File: src/rtl/ula_controle_mc_pkg.sv
// Shared definitions for the ULA control FSM: ULA operation codes,
// MIPS opcodes understood by the controller, and the FSM state set.
package ula_controle_mc_pkg;

    // ULA operation selector (inputULA), shared with the ULA itself
    localparam logic [1:0] LOAD               = 2'b00;
    localparam logic [1:0] BRANCH             = 2'b01;
    localparam logic [1:0] ADD_SUB_AND_OR_SLT = 2'b10;

    // Instruction opcodes (instr[31:26])
    localparam logic [5:0] OP_RTYPE = 6'b000000;
    localparam logic [5:0] OP_LW    = 6'b100011;
    localparam logic [5:0] OP_SW    = 6'b101011;
    localparam logic [5:0] OP_BEQ   = 6'b000100;

    // Controller states; *_W states wait out the ULA's registered latency
    typedef enum logic [3:0] {
        S_FETCH  = 4'd0,
        S_DECODE = 4'd1,
        S_EXEC   = 4'd2,
        S_EXEC_W = 4'd3,
        S_ADDR   = 4'd4,
        S_ADDR_W = 4'd5,
        S_MEM    = 4'd6,
        S_WB     = 4'd7,
        S_BR     = 4'd8,
        S_BR_W   = 4'd9,
        S_RET    = 4'd10,
        S_ERR    = 4'd11
    } state_t;

endpackage

File: src/rtl/ula_controle_mc_if.sv
// Bundle of the instruction handshake, ULA drive/result, memory and
// retirement strobes. master = controller side, slave = environment.
interface ula_controle_mc_if #(parameter int DATA_W = 32);
    logic              instr_valid;
    logic [DATA_W-1:0] instr;
    logic              instr_ready;
    logic [1:0]        alu_op;
    logic [5:0]        alu_funct;
    logic              alu_b_imm;
    logic [DATA_W-1:0] alu_result;
    logic              mem_req;
    logic              mem_we;
    logic              mem_ack;
    logic              reg_we;
    logic              reg_dst_rd;
    logic              pc_we;
    logic              branch_taken;
    logic              done;
    logic              error;

    modport master (
        input  instr_valid, instr, alu_result, mem_ack,
        output instr_ready, alu_op, alu_funct, alu_b_imm, mem_req, mem_we,
               reg_we, reg_dst_rd, pc_we, branch_taken, done, error
    );

    modport slave (
        output instr_valid, instr, alu_result, mem_ack,
        input  instr_ready, alu_op, alu_funct, alu_b_imm, mem_req, mem_we,
               reg_we, reg_dst_rd, pc_we, branch_taken, done, error
    );
endinterface

File: src/rtl/ula_controle_mc_decode.sv
// Combinational opcode classifier for the ULA control FSM.
module ula_controle_mc_decode
    import ula_controle_mc_pkg::*;
(
    input  logic [5:0] opcode,
    output logic       is_rtype,
    output logic       is_mem,
    output logic       is_store,
    output logic       is_beq,
    output logic       illegal
);

    // Classify the latched opcode; anything unrecognised is illegal
    always_comb begin
        is_rtype = 1'b0;
        is_mem   = 1'b0;
        is_store = 1'b0;
        is_beq   = 1'b0;
        illegal  = 1'b0;
        case (opcode)
            OP_RTYPE: is_rtype = 1'b1;
            OP_LW:    is_mem   = 1'b1;
            OP_SW: begin
                is_mem   = 1'b1;
                is_store = 1'b1;
            end
            OP_BEQ:   is_beq   = 1'b1;
            default:  illegal  = 1'b1;
        endcase
    end

endmodule

File: src/rtl/ula_controle_mc.sv
// Multicycle control FSM in front of the ULA: accepts one instruction per
// handshake, sequences the ULA operation, memory access and write-back,
// and emits PC/retire/error strobes.
module ula_controle_mc
    import ula_controle_mc_pkg::*;
#(
    parameter int DATA_W      = 32,
    parameter int MEM_TIMEOUT = 15
) (
    input  logic                clk,
    input  logic                rst_n,
    ula_controle_mc_if.master   bus
);

    localparam logic [3:0] TMO_LAST = 4'(MEM_TIMEOUT - 1);

    state_t     state_r;
    state_t     state_nxt_s;
    logic [5:0] opcode_r;
    logic [5:0] funct_r;
    logic [3:0] tmo_cnt_r;

    logic       instr_ready_r;
    logic [1:0] alu_op_r;
    logic       alu_b_imm_r;
    logic       mem_req_r;
    logic       mem_we_r;
    logic       reg_we_r;
    logic       reg_dst_rd_r;
    logic       pc_we_r;
    logic       done_r;
    logic       error_r;

    logic       dec_rtype_s;
    logic       dec_mem_s;
    logic       dec_store_s;
    logic       dec_beq_s;
    logic       dec_illegal_s;
    logic       handshake_s;
    logic       result_zero_s;
    logic       unused_instr_s;

    ula_controle_mc_decode u_decode (
        .opcode   (opcode_r),
        .is_rtype (dec_rtype_s),
        .is_mem   (dec_mem_s),
        .is_store (dec_store_s),
        .is_beq   (dec_beq_s),
        .illegal  (dec_illegal_s)
    );

    assign handshake_s    = bus.instr_valid & instr_ready_r;
    assign result_zero_s  = (bus.alu_result == {DATA_W{1'b0}});
    assign unused_instr_s = ^bus.instr[25:6];

    // Next-state logic
    always_comb begin
        state_nxt_s = state_r;
        case (state_r)
            S_FETCH: begin
                if (handshake_s) state_nxt_s = S_DECODE;
                else             state_nxt_s = S_FETCH;
            end
            S_DECODE: begin
                if (dec_illegal_s)    state_nxt_s = S_ERR;
                else if (dec_rtype_s) state_nxt_s = S_EXEC;
                else if (dec_mem_s)   state_nxt_s = S_ADDR;
                else if (dec_beq_s)   state_nxt_s = S_BR;
                else                  state_nxt_s = S_ERR;
            end
            S_EXEC:   state_nxt_s = S_EXEC_W;
            S_EXEC_W: state_nxt_s = S_WB;
            S_ADDR:   state_nxt_s = S_ADDR_W;
            S_ADDR_W: state_nxt_s = S_MEM;
            S_MEM: begin
                if (bus.mem_ack) begin
                    if (dec_store_s) state_nxt_s = S_RET;
                    else             state_nxt_s = S_WB;
                end else if (tmo_cnt_r == TMO_LAST) begin
                    state_nxt_s = S_ERR;
                end else begin
                    state_nxt_s = S_MEM;
                end
            end
            S_WB:     state_nxt_s = S_RET;
            S_BR:     state_nxt_s = S_BR_W;
            S_BR_W:   state_nxt_s = S_FETCH;
            S_RET:    state_nxt_s = S_FETCH;
            S_ERR:    state_nxt_s = S_FETCH;
            default:  state_nxt_s = S_FETCH;
        endcase
    end

    // State register plus Moore outputs registered from the next state
    always_ff @(posedge clk or negedge rst_n) begin
        if (!rst_n) begin
            state_r       <= S_FETCH;
            instr_ready_r <= 1'b1;
            alu_op_r      <= LOAD;
            alu_b_imm_r   <= 1'b0;
            mem_req_r     <= 1'b0;
            mem_we_r      <= 1'b0;
            reg_we_r      <= 1'b0;
            reg_dst_rd_r  <= 1'b0;
            pc_we_r       <= 1'b0;
            done_r        <= 1'b0;
            error_r       <= 1'b0;
        end else begin
            state_r       <= state_nxt_s;
            instr_ready_r <= 1'b0;
            alu_op_r      <= LOAD;
            alu_b_imm_r   <= 1'b0;
            mem_req_r     <= 1'b0;
            mem_we_r      <= 1'b0;
            reg_we_r      <= 1'b0;
            reg_dst_rd_r  <= 1'b0;
            pc_we_r       <= 1'b0;
            done_r        <= 1'b0;
            error_r       <= 1'b0;
            case (state_nxt_s)
                S_FETCH:          instr_ready_r <= 1'b1;
                S_EXEC, S_EXEC_W: alu_op_r      <= ADD_SUB_AND_OR_SLT;
                S_ADDR, S_ADDR_W: alu_b_imm_r   <= 1'b1;
                S_MEM: begin
                    mem_req_r <= 1'b1;
                    mem_we_r  <= dec_store_s;
                end
                S_WB: begin
                    reg_we_r     <= 1'b1;
                    reg_dst_rd_r <= dec_rtype_s;
                end
                S_BR:             alu_op_r      <= BRANCH;
                S_BR_W: begin
                    alu_op_r <= BRANCH;
                    done_r   <= 1'b1;
                end
                S_RET: begin
                    pc_we_r <= 1'b1;
                    done_r  <= 1'b1;
                end
                S_ERR: begin
                    pc_we_r <= 1'b1;
                    error_r <= 1'b1;
                end
                default:          instr_ready_r <= 1'b0;
            endcase
        end
    end

    // Latch opcode and funct on the accepting edge only
    always_ff @(posedge clk or negedge rst_n) begin
        if (!rst_n) begin
            opcode_r <= 6'd0;
            funct_r  <= 6'd0;
        end else if (handshake_s) begin
            opcode_r <= bus.instr[31:26];
            funct_r  <= bus.instr[5:0];
        end else begin
            opcode_r <= opcode_r;
            funct_r  <= funct_r;
        end
    end

    // Memory wait counter: counts cycles spent in MEM, zero everywhere else
    always_ff @(posedge clk or negedge rst_n) begin
        if (!rst_n) begin
            tmo_cnt_r <= 4'd0;
        end else if (state_r == S_MEM) begin
            tmo_cnt_r <= tmo_cnt_r + 4'd1;
        end else begin
            tmo_cnt_r <= 4'd0;
        end
    end

    // The branch decision needs the ULA result that becomes valid in BR_W,
    // so the taken/not-taken strobes are resolved in that same cycle.
    assign bus.branch_taken = (state_r == S_BR_W) &  result_zero_s;
    assign bus.pc_we        = pc_we_r | ((state_r == S_BR_W) & ~result_zero_s);

    assign bus.instr_ready  = instr_ready_r;
    assign bus.alu_op       = alu_op_r;
    assign bus.alu_funct    = funct_r;
    assign bus.alu_b_imm    = alu_b_imm_r;
    assign bus.mem_req      = mem_req_r;
    assign bus.mem_we       = mem_we_r;
    assign bus.reg_we       = reg_we_r;
    assign bus.reg_dst_rd   = reg_dst_rd_r;
    assign bus.done         = done_r;
    assign bus.error        = error_r;

endmodule

File: src/flat_wrapper.sv
// flat-port wrapper written by rule: the top's interface ports become plain ports
module ula_controle_mc_flat import ula_controle_mc_pkg::*;
#(
    parameter int DATA_W      = 32,
    parameter int MEM_TIMEOUT = 15
)
  (clk, rst_n, bus_instr_valid, bus_instr, bus_alu_result, bus_mem_ack, bus_instr_ready, bus_alu_op, bus_alu_funct, bus_alu_b_imm, bus_mem_req, bus_mem_we, bus_reg_we, bus_reg_dst_rd, bus_pc_we, bus_branch_taken, bus_done, bus_error);
  ula_controle_mc_if #(.DATA_W(DATA_W)) bus_i ();
  input  logic clk;
  input  logic rst_n;
  input wire logic [$bits(bus_i.instr_valid)-1:0] bus_instr_valid;
  input wire logic [$bits(bus_i.instr)-1:0] bus_instr;
  input wire logic [$bits(bus_i.alu_result)-1:0] bus_alu_result;
  input wire logic [$bits(bus_i.mem_ack)-1:0] bus_mem_ack;
  output wire logic [$bits(bus_i.instr_ready)-1:0] bus_instr_ready;
  output wire logic [$bits(bus_i.alu_op)-1:0] bus_alu_op;
  output wire logic [$bits(bus_i.alu_funct)-1:0] bus_alu_funct;
  output wire logic [$bits(bus_i.alu_b_imm)-1:0] bus_alu_b_imm;
  output wire logic [$bits(bus_i.mem_req)-1:0] bus_mem_req;
  output wire logic [$bits(bus_i.mem_we)-1:0] bus_mem_we;
  output wire logic [$bits(bus_i.reg_we)-1:0] bus_reg_we;
  output wire logic [$bits(bus_i.reg_dst_rd)-1:0] bus_reg_dst_rd;
  output wire logic [$bits(bus_i.pc_we)-1:0] bus_pc_we;
  output wire logic [$bits(bus_i.branch_taken)-1:0] bus_branch_taken;
  output wire logic [$bits(bus_i.done)-1:0] bus_done;
  output wire logic [$bits(bus_i.error)-1:0] bus_error;
  assign bus_i.instr_valid = bus_instr_valid;
  assign bus_i.instr = bus_instr;
  assign bus_i.alu_result = bus_alu_result;
  assign bus_i.mem_ack = bus_mem_ack;
  assign bus_instr_ready = bus_i.instr_ready;
  assign bus_alu_op = bus_i.alu_op;
  assign bus_alu_funct = bus_i.alu_funct;
  assign bus_alu_b_imm = bus_i.alu_b_imm;
  assign bus_mem_req = bus_i.mem_req;
  assign bus_mem_we = bus_i.mem_we;
  assign bus_reg_we = bus_i.reg_we;
  assign bus_reg_dst_rd = bus_i.reg_dst_rd;
  assign bus_pc_we = bus_i.pc_we;
  assign bus_branch_taken = bus_i.branch_taken;
  assign bus_done = bus_i.done;
  assign bus_error = bus_i.error;
  ula_controle_mc #(.DATA_W(DATA_W), .MEM_TIMEOUT(MEM_TIMEOUT)) u_core (.clk(clk), .rst_n(rst_n), .bus(bus_i));
endmodule
File: config.mk
export PLATFORM = sky130hd
export DESIGN_NAME = ula_controle_mc_flat
export DESIGN_NICKNAME = d
export VERILOG_FILES = /design/src/rtl/ula_controle_mc_pkg.sv /design/src/rtl/ula_controle_mc_if.sv /design/src/rtl/ula_controle_mc_decode.sv /design/src/rtl/ula_controle_mc.sv /design/src/flat_wrapper.sv
export SDC_FILE = /design/constraint.sdc
export NUM_CORES = 1
export LEC_CHECK = 0
export CORE_UTILIZATION = 40
export DETAILED_ROUTE_END_ITERATION = 8
export HOLD_SLACK_MARGIN = 0.1
export PLACE_DENSITY_LB_ADDON = 0.1
export SYNTH_ARGS = -nofsm -noshare
export SYNTH_HDL_FRONTEND = slang
export SYNTH_SLANG_ARGS = --single-unit
File: constraint.sdc
create_clock -name clk -period 3.4 [get_ports clk]
set_input_delay 0.68 -clock clk [delete_from_list [all_inputs] [get_ports clk]]
set_output_delay 0.68 -clock clk [all_outputs]
set_load 0.02 [all_outputs]
; ---- Yosys cells after proc, flatten, opt, wreduce, memory -nomap -nowiden
; Cells that the tools add are included.
[word_totals]
reg_bits = 31
wordCells = 78
output_inout_bits = 18
[op_classes]
eq_ne = 23
n_bitwise = 5
n_reduce_logical = 11
mux = 24
n_addsub = 1
[ops]
columns = cell, n
row1 = 4-bit one-hot mux with 9 select lines, 1
row2 = 4-bit by 3-bit == test with 1-bit output (second input constant), 8
row3 = 32-bit zero test, 1
row4 = 4-bit == test (second input constant), 7
row5 = 4-bit 2-to-1 mux, 7
row6 = 4-bit by 2-bit == test with 1-bit output (second input constant), 4
row7 = 1-bit 2-to-1 mux, 14
row8 = 6-bit == test (second input constant), 2
row9 = 2-bit OR reduction, 6
row10 = 4-bit zero test, 2
row11 = 6-bit by 3-bit == test with 1-bit output (second input constant), 1
row12 = 6-bit zero test, 1
row13 = 4-bit by 1-bit adder with 4-bit output (second input constant), 1
row14 = 4-bit by 1-bit == test with 1-bit output (second input constant), 1
row15 = 2-bit one-hot mux with 2 select lines, 1
row16 = 4-bit OR reduction, 1
row17 = 1-bit AND, 3
row18 = 2-bit 2-to-1 mux, 1
row19 = 1-bit inverter, 1
row20 = 1-bit OR, 1

; ---- Depth between registers and ports, before layout
[depth]
depth_word = 10
ltp_mapped = 8
depth_no_buf = 8

; ---- Hierarchy
; A second synthesis with hierarchy kept.
[hier_totals]
hier_cells = 126
area_unflattened_um2 = 1556.5
[modules_own_cells]
columns = module, area_per_inst_um2, cells_each, n_inst
row1 = ula_controle_mc, 1492.7, 118, 1
row2 = ula_controle_mc_decode, 63.8, 8, 1

; ---- Least setup slack after synthesis
; Ideal clock, no wire load.
[synth_timing]
path_kind = input port to output port
start = in bus_alu_result[24]
end = out bus_branch_taken
stages = 3
t_arrival_ns = 1.764
path_buffers = 0
required_time_ns = 2.720
setup_slack_ns = 0.956
path_cell_list = nor4_1 nand4_1 nor4_1
[synth_via]
elab_chain_cells = 2
[synth_rtl]
columns = item, line_no
row1 = from (decl), flat_wrapper.sv:13  ; input wire logic [$bits(bus_i.alu_result)-1:0] bus_alu_result;
row2 = 32-bit zero test, ula_controle_mc.sv:53  ; assign result_zero_s = (bus.alu_result == {DATA_W{1'b0}});
row3 = 1-bit AND, ula_controle_mc.sv:177  ; assign bus.branch_taken = (state_r == S_BR_W) & result_zero_s;
row4 = to (decl), flat_wrapper.sv:24  ; output wire logic [$bits(bus_i.branch_taken)-1:0] bus_branch_taken;
; No other way between the ends.

; ---- Worst setup path in the final report
[layout_timing]
start = in bus_alu_result[17]
end = out bus_branch_taken
; Same word-level chain as after synthesis.

==> impl_metrics.json <==
{
  "outcome": "finished, final reports clean",
  "cts.sinks": 31,
  "post_cts_buffers": 0,
  "synth_nets": 195,
  "vias": 1294,
  "min-delay-start": "u_core.tmo_cnt_r[0]$_DFF_PN0_",
  "grt_max_degree": 21,
  "core_region_area_sq_um": 3390,
  "num_rows": 21,
  "pwr-share-clk": 0.140,
  "yosysUniqueCellTypes": 43,
  "top_layer": "met4",
  "antenna_found_initial": 0,
  "routed_wl_mm": 3.44,
  "fp.dieH_um": 61.9,
  "hp-class": "reg2reg",
  "ant_nets": 0,
  "cp_top_family": "buffers and inverters",
  "synth_area_sq_um": 1440,
  "cts_tree": "done",
  "critPathRequiredTime_ns": 2.72,
  "synthArstFlopShare": 1.00,
  "worstPathCellList": "clkdlybuf4s50_1 > nor4_1 > nand4_1 > nor4_1 > clkdlybuf4s50_1",
  "dp.cells": 235,
  "yosys_warnings": 0,
  "power_switching_uw": 617,
  "most-common-layout-cells": "clkdlybuf4s50_1, dfrtp_1, nor2_1, mux2_2, nor4_1",
  "hold_buffers": 0,
  "max_cap_violations": 0,
  "slew_viol_final": 0,
  "gp_congestion": 0.861,
  "grt_first_pass_wirelength_mm": 5.13,
  "drc_errors": 0,
  "ys_ff_latch": 31,
  "reg2reg_from": "u_core.opcode_r[1]$_DFFE_PN0P_",
  "hold_end": "u_core.tmo_cnt_r[0]$_DFF_PN0_",
  "switching_share": 0.386,
  "io-pin-count": 86,
  "hold_viol": 0,
  "start_util": 0.423,
  "fin_ws_ns": 0.253,
  "end_kind": "output port",
  "final_common_cell": "clkdlybuf4s50_1",
  "slowest_stage": "clkdlybuf4s50_1",
  "clkTransAtPathRegs_ns": 0.09,
  "first_pass_iters": 4,
  "max_freq_ghz": 0.318,
  "wl_met1_mm": 1.27,
  "rsz0062_at_grt": "no",
  "syn_inst": 125,
  "finalCritPeriodShare": 0.926,
  "setup_viol": 0,
  "drt-wirelength-per-cell_um": 14.2,
  "dieArea_sq_um": 3830,
  "cts_resized": 0,
  "critPathBufInv": 2,
  "p_leak_nw": 0.909,
  "worst_ir_drop_vdd_v": 0.000504,
  "final_nets": 266,
  "worstMarginPinSlew_ns": 0.873,
  "met2WireLength_mm": 1.73,
  "routed_via_density": 5.33,
  "grt_pass1_vias": 1261,
  "tns_ns": 0,
  "utilization": 0.650,
  "critPathLaunchType": "primary input",
  "max_stage_delay_ns": 0.65,
  "worstPathMaxFanout": 2,
  "pwr-share-comb": 0.474,
  "dp_hpwl_mm": 2.60,
  "rr_endpoint": "u_core.bus.mem_we$_DFF_PN0_",
  "fin_skew_ns": 0.00217,
  "worstSkewPairLatency_ns": 0.33,
  "seq_area_frac_synth": 0.541,
  "n_fill_cell": 263,
  "p_seq_frac": 0.386,
  "clk_path_buf_depth": 2,
  "holdWs_ns": 0.494,
  "grt.overflow.total": 0,
  "drtIter0Drc": 26,
  "track_usage": 0.194,
  "die_w_um": 61.9,
  "synth_ff_type": "dfrtp_1",
  "power_density_nw_per_um2": 726,
  "worstPathArrival_ns": 2.47,
  "period_minus_slack_ns": 3.15,
  "wl_met3_um": 367,
  "holdPathStages": 1,
  "synth_edf_count": 0,
  "path_class": "in2out",
  "htreeDepth": 2,
  "drive_gt1_frac": 0.183,
  "portBuffers": 65,
  "avgSynthCellArea_sq_um": 11.5,
  "antennaDiodeCount": 0,
  "dp_slack_ns": 0.242,
  "finalNonFillerCells": 243,
  "rr_worst_depth": 6,
  "max_slew_margin": 0.416,
  "syn2layout_area_growth_pct": 53.6,
  "cts_inserted_buffers": 5,
  "intPower_uw": 984,
  "cts_root_buf": "clkbuf_4",
  "reg2reg_slack_ns": 1.52
}
-- state kept, by name, indices dropped and copies added, names as in the netlist, 2 cells and up --
| name | count |
|---|---|
| u_core.tmo_cnt_r | 4 |
| u_core.bus.alu_op | 2 |
| u_core.opcode_r | 6 |
| u_core.bus.alu_funct | 6 |
| u_core.state_r | 4 |
-- worst max path at each step --
stage                  startpoint          endpoint  slack (ns)  depth (start not counted)
3_5_place_dp   bus_alu_result[17]  bus_branch_taken        0.24                          5
3_3_place_gp   bus_alu_result[24]  bus_branch_taken        0.28                          5
4_1_cts        bus_alu_result[17]  bus_branch_taken        0.25                          5
5_1_grt        bus_alu_result[17]  bus_branch_taken        0.11                          5
2_1_floorplan  bus_alu_result[24]  bus_branch_taken        0.96                          3
6_report       bus_alu_result[17]  bus_branch_taken        0.25                          5
-- power groups by stage --
stage | Combinational, mW | Sequential, mW | Clock [mW]
5_1_grt | 0.823 | 0.634 | 0.245
3_3_place_gp | 0.743 | 0.613 | 0
2_1_floorplan | 0.414 | 0.667 | 0
6_report | 0.759 | 0.619 | 0.223
4_1_cts | 0.762 | 0.618 | 0.232
3_5_place_dp | 0.750 | 0.625 | 0
-- metal layers --
metal / vias up / global-route usage
met5: - / 0
met4: 0 / 0.105
met3: 6 / 0.0642
met2: 69 / 0.355
met1: 615 / 0.193
li1: 604 / -
-- cell type report --
class                           count  area, sq um  share of cell area
Timing Repair Buffer               67          666               0.302
Sequential cell                    31          777               0.352
Clock buffer                        7         55.1              0.0250
Inverter                            8         32.5              0.0148
Clock inverter                      1         5.00             0.00227
Tap cell                           46         57.6              0.0261
Multi-Input combinational cell     83          612               0.278
-- cells by family (layout without fill, tap and decap cells) --
group,Yosys count,in the layout,synth area share
AND/OR/NAND/NOR,49,49,0.202
flip-flops,31,31,0.541
AO/OA/AOI/OAI,17,17,0.0933
multiplexers,13,13,0.101
buffers and inverters,11,83,0.0323
adder cells (fa/ha/maj),2,2,0.0174
XOR/XNOR,2,2,0.0122
-- Yosys cell counts, types with 2 or more instances --
master    n  area, sq um
a21oi_1   4         20.0
and3_2    2         15.0
buf_2     2         10.0
dfrtp_1  30          751
ha_1      2         25.0
inv_1     6         22.5
mux2_2   12          135
nand2_1   3         11.3
nand3_1   4         20.0
nand4_1   3         18.8
nor2_1   12         45.0
nor3_1    4         20.0
nor4_1   10         62.6
nor4_2    2         25.0
-- through the flow --
stage,total power [mW],area [sq um]
2_1_floorplan,1.08,1440
3_3_place_gp,1.36,2140
3_5_place_dp,1.38,2140
4_1_cts,1.61,2200
5_1_grt,1.70,2200
6_report,1.60,2200
Power figures use the tool's default switching activity.
